--- src/rtl/divider_unit.sv ---
// divider_unit: iterative RV32M DIV/DIVU/REM/REMU using restoring shift-subtract,
// producing one quotient bit per cycle alongside the single-cycle ALU.
module divider_unit #(
   parameter int XLEN = 32
) (
   input  logic            clk,
   input  logic            rst_n,
   input  logic            start,
   input  logic [1:0]      DivOp,
   input  logic [XLEN-1:0] A,
   input  logic [XLEN-1:0] B,
   input  logic            flush,
   output logic            busy,
   output logic            done,
   output logic [XLEN-1:0] DivResult
);

   typedef enum logic [1:0] {
      IDLE = 2'd0,
      CALC = 2'd1,
      DONE = 2'd2
   } state_t;

   localparam logic [XLEN-1:0] ZERO      = '0;
   localparam logic [XLEN-1:0] ALL_ONES  = '1;
   localparam logic [XLEN-1:0] MIN_NEG   = {1'b1, {(XLEN-1){1'b0}}};
   localparam logic [4:0]      LAST_ITER = 5'd31;

   state_t state;
   state_t next_state;

   // Latched request. Signedness is folded into the sign bits, which are
   // only set for DIV/REM, so the result fix only needs to know quo vs rem.
   logic            op_rem;
   logic            a_sign;
   logic            b_sign;
   logic [XLEN:0]   rem_reg;
   logic [XLEN-1:0] quo_reg;
   logic [XLEN-1:0] divisor;
   logic [4:0]      count;

   logic            accept;
   logic            req_signed;
   logic            req_rem;
   logic            div_by_zero;
   logic            overflow;
   logic            special;
   logic [XLEN-1:0] abs_a;
   logic [XLEN-1:0] abs_b;
   logic [XLEN-1:0] special_result;

   logic [XLEN+1:0] trial;
   logic [XLEN:0]   rem_next;
   logic [XLEN-1:0] quo_next;
   logic [XLEN-1:0] quo_fixed;
   logic [XLEN-1:0] rem_fixed;
   logic [XLEN-1:0] final_result;

   assign accept = (state == IDLE) && start && !flush;

   // Decode the incoming request: magnitudes and the early-out special cases
   always_comb begin
      req_signed  = ~DivOp[0];
      req_rem     = DivOp[1];
      div_by_zero = (B == ZERO);
      overflow    = req_signed && (A == MIN_NEG) && (B == ALL_ONES);
      special     = div_by_zero || overflow;
      abs_a       = (req_signed && A[XLEN-1]) ? (ZERO - A) : A;
      abs_b       = (req_signed && B[XLEN-1]) ? (ZERO - B) : B;
      if (div_by_zero) begin
         special_result = req_rem ? A : ALL_ONES;
      end else begin
         special_result = req_rem ? ZERO : MIN_NEG;
      end
   end

   // One restoring step: shift rem:quo left, try subtracting the divisor, keep if non-negative
   always_comb begin
      trial = {rem_reg, quo_reg[XLEN-1]} - {2'b00, divisor};
      if (!trial[XLEN+1]) begin
         rem_next = trial[XLEN:0];
         quo_next = {quo_reg[XLEN-2:0], 1'b1};
      end else begin
         rem_next = {rem_reg[XLEN-1:0], quo_reg[XLEN-1]};
         quo_next = {quo_reg[XLEN-2:0], 1'b0};
      end
   end

   // Sign-correct the final step's quotient/remainder for the signed ops
   always_comb begin
      quo_fixed    = (a_sign ^ b_sign) ? (ZERO - quo_next) : quo_next;
      rem_fixed    = a_sign ? (ZERO - rem_next[XLEN-1:0]) : rem_next[XLEN-1:0];
      final_result = op_rem ? rem_fixed : quo_fixed;
   end

   // State register
   always_ff @(posedge clk) begin
      if (!rst_n) begin
         state <= IDLE;
      end else begin
         state <= next_state;
      end
   end

   // Next-state and status outputs; flush overrides every transition
   always_comb begin
      next_state = state;
      busy       = 1'b0;
      done       = 1'b0;
      case (state)
         IDLE: begin
            if (start) begin
               next_state = special ? DONE : CALC;
            end
         end
         CALC: begin
            busy = 1'b1;
            if (count == LAST_ITER) begin
               next_state = DONE;
            end
         end
         DONE: begin
            busy       = 1'b1;
            done       = 1'b1;
            next_state = IDLE;
         end
         default: begin
            next_state = IDLE;
         end
      endcase
      if (flush) begin
         next_state = IDLE;
      end
   end

   // Datapath: latch operands on accept, iterate in CALC, write the result only when entering DONE
   always_ff @(posedge clk) begin
      if (!rst_n) begin
         op_rem    <= 1'b0;
         a_sign    <= 1'b0;
         b_sign    <= 1'b0;
         rem_reg   <= '0;
         quo_reg   <= '0;
         divisor   <= '0;
         count     <= '0;
         DivResult <= '0;
      end else if (accept) begin
         op_rem  <= req_rem;
         a_sign  <= req_signed & A[XLEN-1];
         b_sign  <= req_signed & B[XLEN-1];
         rem_reg <= '0;
         quo_reg <= abs_a;
         divisor <= abs_b;
         count   <= '0;
         if (special) begin
            DivResult <= special_result;
         end
      end else if ((state == CALC) && !flush) begin
         rem_reg <= rem_next;
         quo_reg <= quo_next;
         count   <= count + 5'd1;
         if (count == LAST_ITER) begin
            DivResult <= final_result;
         end
      end
   end

endmodule

--- config.mk ---
export PLATFORM = sky130hd
export DESIGN_NAME = divider_unit
export DESIGN_NICKNAME = d
export VERILOG_FILES = /design/src/rtl/divider_unit.sv
export SDC_FILE = /design/constraint.sdc
export NUM_CORES = 1
export LEC_CHECK = 0
export CAP_MARGIN = 20
export CORE_MARGIN = 2
export CORE_UTILIZATION = 45
export CTS_CLUSTER_SIZE = 12
export DETAILED_ROUTE_END_ITERATION = 6
export GPL_TIMING_DRIVEN = 0
export PLACE_DENSITY = 0.67
export RECOVER_POWER = 25
export SLEW_MARGIN = 20
export SYNTH_ARGS = -nofsm -noshare
export SYNTH_HDL_FRONTEND = slang
export SYNTH_SLANG_ARGS = --single-unit
--- constraint.sdc ---
create_clock -name clk -period 4.49 [get_ports clk]
set_input_delay 0.898 -clock clk [delete_from_list [all_inputs] [get_ports clk]]
set_output_delay 0.898 -clock clk [all_outputs]
set_load 0.01 [all_outputs]
==> flow_summary.html <==
<table>
<tr><th>Metric</th><th>Value</th></tr>
<tr><th colspan="2">Run status</th></tr>
<tr><td>Result of the run</td><td>finished with violations</td></tr>
<tr><td>Violated checks</td><td>DRC, setup timing</td></tr>
<tr><th colspan="2">Finish</th></tr>
<tr><td>Fraction of final layout cells sized beyond drive strength 1</td><td>13.9%</td></tr>
<tr><td>Most frequent standard cell in the layout excluding fill and tap cells</td><td>nor2_1</td></tr>
<tr><td>Top library cells by usage in the layout, fill and taps aside</td><td>225 x nor2_1, 127 x nand2_1, 117 x dfxtp_1</td></tr>
<tr><td>Fillers</td><td>2344</td></tr>
<tr><td>Final-stage net count</td><td>1772</td></tr>
<tr><td>Final core utilization</td><td>58.1%</td></tr>
<tr><td>Largest register FFs</td><td>33</td></tr>
<tr><td>Area Growth Syn to Fin</td><td>26.0%</td></tr>
<tr><td>Number of antenna cells inserted</td><td>0</td></tr>
<tr><th colspan="2">Placed design</th></tr>
<tr><td>Total of buffers placed on input and output ports</td><td>103</td></tr>
<tr><td>Worst slack at placement</td><td>-1.06 ns</td></tr>
<tr><td>Post-detail-place hpwl</td><td>33900 microns</td></tr>
<tr><td>Final weighted congestion of routability-driven global placement</td><td>0.944</td></tr>
<tr><th colspan="2">Logic synthesis</th></tr>
<tr><td>Ys flop type</td><td>dfxtp_1</td></tr>
<tr><td>Mapped Nets</td><td>1609</td></tr>
<tr><td>Sequential share of the synthesized area</td><td>24.7%</td></tr>
<tr><td>Mean post-synth cell area</td><td>7.54 sq um</td></tr>
<tr><td>Seq cells post-synth</td><td>139</td></tr>
<tr><td>Share of the synthesized area in the top cell type</td><td>24.7%</td></tr>
<tr><td>Synth Warn #</td><td>0</td></tr>
<tr><td>Distinct cells, synth</td><td>93</td></tr>
<tr><td>Synthesized cell area</td><td>11300 sq um</td></tr>
<tr><td>Most area-hungry cell type in the Yosys netlist</td><td>dfxtp_1</td></tr>
<tr><td>Biggest area contributors in the synthesized netlist</td><td>dfxtp_1 25%, nor2_1 7.5%, xnor2_1 6.5%, a21oi_1 5.1%, ha_1 4.7%</td></tr>
<tr><td>Synthesized netlist cell count</td><td>1496</td></tr>
<tr><td>Asr flop ratio synth</td><td>0%</td></tr>
<tr><td>Post-synth EDFFs</td><td>0</td></tr>
<tr><th colspan="2">Route</th></tr>
<tr><td>Antenna-violating nets left</td><td>0</td></tr>
<tr><td>Wire per inst</td><td>22.2 microns</td></tr>
<tr><td>Final WL</td><td>44300 microns</td></tr>
<tr><td>Count of routing violations after the opening detailed-route iteration</td><td>1718</td></tr>
<tr><td>Vias per cell</td><td>6.36</td></tr>
<tr><td>Number of DRC violations after detailed routing</td><td>4</td></tr>
<tr><td>Routed via count</td><td>12.7k</td></tr>
<tr><td>Count of TritonRoute iterations in the first routing pass</td><td>7</td></tr>
<tr><th colspan="2">STA</th></tr>
<tr><td>Ratio of final minimum period to clock period</td><td>104%</td></tr>
<tr><td>Relative max-transition margin</td><td>36.4%</td></tr>
<tr><td>Minimum hold slack</td><td>0.441 ns</td></tr>
<tr><td>Setup skew after layout</td><td>0.0200 ns</td></tr>
<tr><td>Number of max-slew violations in the final report</td><td>0</td></tr>
<tr><td>Final Hold Violating Endpoints</td><td>0</td></tr>
<tr><td>Slew at the pin with the worst max-slew slack</td><td>0.954 ns</td></tr>
<tr><td>Final Setup Violations</td><td>6</td></tr>
<tr><td>Post-layout min period</td><td>4.65 ns</td></tr>
<tr><td>Worst Setup Slack, final</td><td>-0.163 ns</td></tr>
<tr><td>RSZ-0062 raised after global routing</td><td>yes</td></tr>
<tr><td>Maximum clock frequency</td><td>0.215 GHz</td></tr>
<tr><th colspan="2">Clock network</th></tr>
<tr><td>Clock latency on the worst-skew pair</td><td>0.44 ns</td></tr>
<tr><td>H-tree level count</td><td>4</td></tr>
<tr><td>TritonCTS buffer count</td><td>17</td></tr>
<tr><td>CTS Buffer Depth</td><td>2</td></tr>
<tr><td>Clock sink total</td><td>139</td></tr>
<tr><td>Clock tree from TritonCTS</td><td>done</td></tr>
<tr><td>Register clock-pin slew on the reported worst setup and hold paths</td><td>0.07 ns</td></tr>
<tr><td>CTS Root Cell</td><td>clkbuf_16</td></tr>
<tr><th colspan="2">Critical path</th></tr>
<tr><td>Endpoint of the worst register-to-register path</td><td>DivResult[22]</td></tr>
<tr><td>Arrival time at the worst endpoint</td><td>4.98 ns</td></tr>
<tr><td>Worst EP required</td><td>4.82 ns</td></tr>
<tr><td>Worst setup endpoint</td><td>DivResult[22]</td></tr>
<tr><td>Reg2reg setup slack</td><td>-0.16 ns</td></tr>
<tr><td>Critical path endpoint category</td><td>flip-flop</td></tr>
<tr><td>Critical path peak fanout</td><td>14</td></tr>
<tr><td>Kind of start point of the critical path</td><td>flip-flop</td></tr>
<tr><td>Worst reg2reg path depth</td><td>23</td></tr>
<tr><td>Type of the worst setup path</td><td>reg2reg</td></tr>
<tr><td>Startpoint of the worst register-to-register path</td><td>divisor[6]</td></tr>
<tr><td>Startpoint of the worst setup timing path</td><td>divisor[6]</td></tr>
<tr><th colspan="2">Die</th></tr>
<tr><td>DIE AREA</td><td>26300 sq um</td></tr>
<tr><td>Vert. Die Dim</td><td>162 microns</td></tr>
<tr><td>Boundary Pins</td><td>104</td></tr>
<tr><td>Starting utilization of the core area</td><td>46.1%</td></tr>
<tr><td>Placeable Area</td><td>24500 sq um</td></tr>
<tr><td>Overall die width</td><td>162 microns</td></tr>
<tr><td>Row count</td><td>57</td></tr>
<tr><th colspan="2">Power and ir drop</th></tr>
<tr><td>Peak VDD IR</td><td>0.193 mV</td></tr>
<tr><td>Areal power density over the cells</td><td>329 nW/um^2</td></tr>
<tr><td>Standby leakage power</td><td>5.34 nW</td></tr>
<tr><th colspan="2">Global route</th></tr>
<tr><td>Remaining Overflow, GRT</td><td>0</td></tr>
<tr><td>Wire length of the first global-routing pass</td><td>67100 microns</td></tr>
<tr><td>Antenna violations before repair</td><td>0</td></tr>
<tr><td>Pin count of the biggest net entering global routing</td><td>17</td></tr>
<tr><td>Aggregate global-route resource usage</td><td>33.0%</td></tr>
<tr><td>Vias in the first global route</td><td>11.7k</td></tr>
<tr><th colspan="2">Flow run</th></tr>
<tr><td>MaxCap Viol Count</td><td>0</td></tr>
<tr><th colspan="2">Hold path</th></tr>
<tr><td>Classification of the worst-slack hold path</td><td>reg2reg</td></tr>
</table>
-- where the power goes --
part	total (mW)	internal, mW	leakage (nW)	switching (mW)
Combinational	1.92	0.742	3.93	1.18
Sequential	1.33	1.28	1.14	0.0524
Clock	1.42	0.791	0.271	0.632
Total	4.68	2.81	5.34	1.86
-- area by class of cell --
cell class	instances	area, sq um	share of cell area [%]
clock inverter	13	131	0.924
clock buffer	19	443	3.12
sequential	139	2810	19.8
buffer	76	373	2.62
timing repair buffer	157	1440	10.1
tap	324	405	2.85
multi-input combinational	1210	8390	59.0
inverter	58	225	1.58
-- synthesized netlist by cell type, types with 21 or more instances --
library cell  number
clkbuf_1          68
nor2_1           226
xor2_1            53
a21oi_1          116
xnor2_1           84
nand2_1          130
a222oi_1          28
nand4_1           22
a211oi_1          66
ha_1              42
dfxtp_1          139
mux2i_1           21
inv_1             55
o21ai_0           73
nor3_1            40
-- how the worst min path moves through the flow --
stage / slack [ns] / endpoint / from / cells after the start
after floorplan: 0.43 / divisor[31] / divisor[31] / 2
after global placement: 0.43 / DivResult[11] / DivResult[11] / 2
after detailed placement: 0.44 / DivResult[15] / DivResult[15] / 2
after CTS: 0.44 / DivResult[15] / DivResult[15] / 2
after global routing: 0.47 / DivResult[2] / DivResult[2] / 2
final: 0.44 / DivResult[15] / DivResult[15] / 2
-- logic make-up after synthesis --
logic type / Yosys count / share of synthesized area, %
multiplexers: 29 / 2.76
AND/OR/NAND/NOR: 540 / 22.5
buffers and inverters: 147 / 5.54
adder cells (fa/ha/maj): 43 / 4.84
XOR/XNOR: 137 / 10.6
flip-flops: 139 / 24.7
AO/OA/AOI/OAI: 461 / 29.1
-- metrics by stage --
stage | total power [mW] | area (sq um) | setup TNS (ns) | std cells
after CTS | 4.55 | 14000 | -0.902 | 1987
after global routing | 4.84 | 14200 | -2.17 | 1996
after detailed placement | 2.99 | 12800 | -13.09 | 1923
after floorplan | 2.48 | 11400 | 0 | 1496
after global placement | 2.98 | 12800 | -12.83 | 1923
final | 4.68 | 14200 | -0.562 | 1996
-- routing by layer --
layer / routed length, microns / part of all wire (%) / track usage (%)
met4: 1300 / 2.9 / 9.65
met2: 19200 / 43 / 51.0
met5: 0 / 0 / 0
met3: 4380 / 9.9 / 6.74
met1: 19400 / 44 / 46.3
-- critical path, cell delays in order (launching register included) --
cell and delay [ns]:
dfxtp_2 0.33, inv_2 0.06, ha_4 0.30, a21oi_4 0.07, o21a_4 0.23, o221a_4 0.32, a2111o_1 0.45, a21boi_2 0.17
o211a_4 0.24, inv_8 0.06, buf_12 0.15, nand2_2 0.09, o21ai_4 0.07, inv_2 0.07, ha_4 0.15, nand4_1 0.17
nor3_4 0.23, nand3_2 0.14, o41ai_4 0.35, buf_4 0.19, a21o_1 0.15, xnor2_2 0.15, a21oi_1 0.10, a221o_1 0.29
-- repair_timing --
action	CTS	global route
endpoints found under the setup margin	16	27
pin swaps	32	22
setup buffers	39	15
gates resized for setup	94	46
hold buffers	0	0
No activity file was read; power rests on OpenSTA's default activity.
==> variant, RTL diff (config.mk and constraints unchanged) <==
Encoding of `state_t`: now one-hot (3 bits for 3 states).
--- a/src/rtl/divider_unit.sv
+++ b/src/rtl/divider_unit.sv
@@ -17,6 +17,6 @@
 
-   typedef enum logic [1:0] {
-      IDLE = 2'd0,
-      CALC = 2'd1,
-      DONE = 2'd2
+   typedef enum logic [2:0] {
+      IDLE = 3'b001,
+      CALC = 3'b010,
+      DONE = 3'b100
    } state_t;
Function: same outputs for any inputs over 10 cycles, from zero or initial values and one cycle with rst_n low; not proved beyond that.
==> variant against the original RTL <==
Power down 14%; final area up 1.1%; the run ends with negative setup slack left; cell count up 3.1%; fmax down 3.4%; area after synthesis up 1.7%; sequential share of layout area down 0.081 points; clock power up 6%; critical path depth down 2; sequential cell count up 1; setup slack worse by 0.16 ns; routed wire length up 5.2%.
==> variant: results <==
[cells_and_area]
nClkBuffers = 17
clk_share = 0.0420
diodes = 1
multiInputGateArea_mm2 = 0.00850
n_all_buffers = 235
num-multi-input-gates = 1255
seq_cell_count = 140
nonClkBufAreaFrac = 0.123
fillers = 2475
multi_input_area_share = 0.591

[placement]
dpl_worst_slack_ns = -1.37
gp_congestion = 0.986
placed_cells = 1992
hpwl_mm = 35.6
io_buffers = 102

[global_routing]
grt_pass1_vias = 11800
grtUsageMet3 = 0.0736
use_met1 = 0.488
antenna_found_initial = 1
grtUsageMet2 = 0.510

[status]
violations = "negative setup slack"
status = "finished with violations"

[power_and_ir_drop]
powerComb_mw = 1.18
comb_power_share = 0.294
internal_power_mw = 2.57
leakagePower_nw = 5.36

[sta]
worst_slack_ns = -0.325
finalSetupViolations = 7

[worst_setup_path]
cp_max_fo = 5
slowest_delay_ns = 0.55
cp_top_family = "simple AND/OR/NAND/NOR gates"
critPathSlowestCell = "or4_4"
reg2reg_depth = 21
startpoint = "divisor[31]$_SDFFE_PN0P_"

[cts]
postCtsSetupBuffers = 27
postCtsResizedCells = 65

[logic_synthesis]
synth_xor_area_frac = 0.104

[drt]
met2_length_mm = 19.9
drt-total-wl_mm = 46.6
m1WireLength_mm = 20.3
wl_per_cell_um = 22.7

[min_path]
worstHoldStart = "DivResult[12]$_SDFFE_PN0P_"
variant: cell types whose count changed in the layout (fill, tap and decap cells not counted), sizes merged, moves of 7 or more:
| cell | unedited run | this run |
|---|---|---|
| a22oi | 2 | 27 |
| inv | 62 | 72 |
| nor2 | 226 | 180 |
| nand2 | 130 | 162 |
| a21oi | 118 | 146 |
| nand3 | 14 | 29 |
| a222oi | 28 | 2 |
| o31ai | 17 | 24 |
| o21ai | 87 | 98 |
variant: worst min path at each step:
stage / cells after the start / end / slack, ns
floorplan: 2 / divisor[31]$_SDFFE_PN0P_ / 0.43
global placement: 2 / DivResult[6]$_SDFFE_PN0P_ / 0.43
detailed placement: 2 / DivResult[12]$_SDFFE_PN0P_ / 0.44
CTS: 2 / DivResult[12]$_SDFFE_PN0P_ / 0.45
global route: 2 / DivResult[11]$_SDFFE_PN0P_ / 0.47
finish: 2 / DivResult[12]$_SDFFE_PN0P_ / 0.44
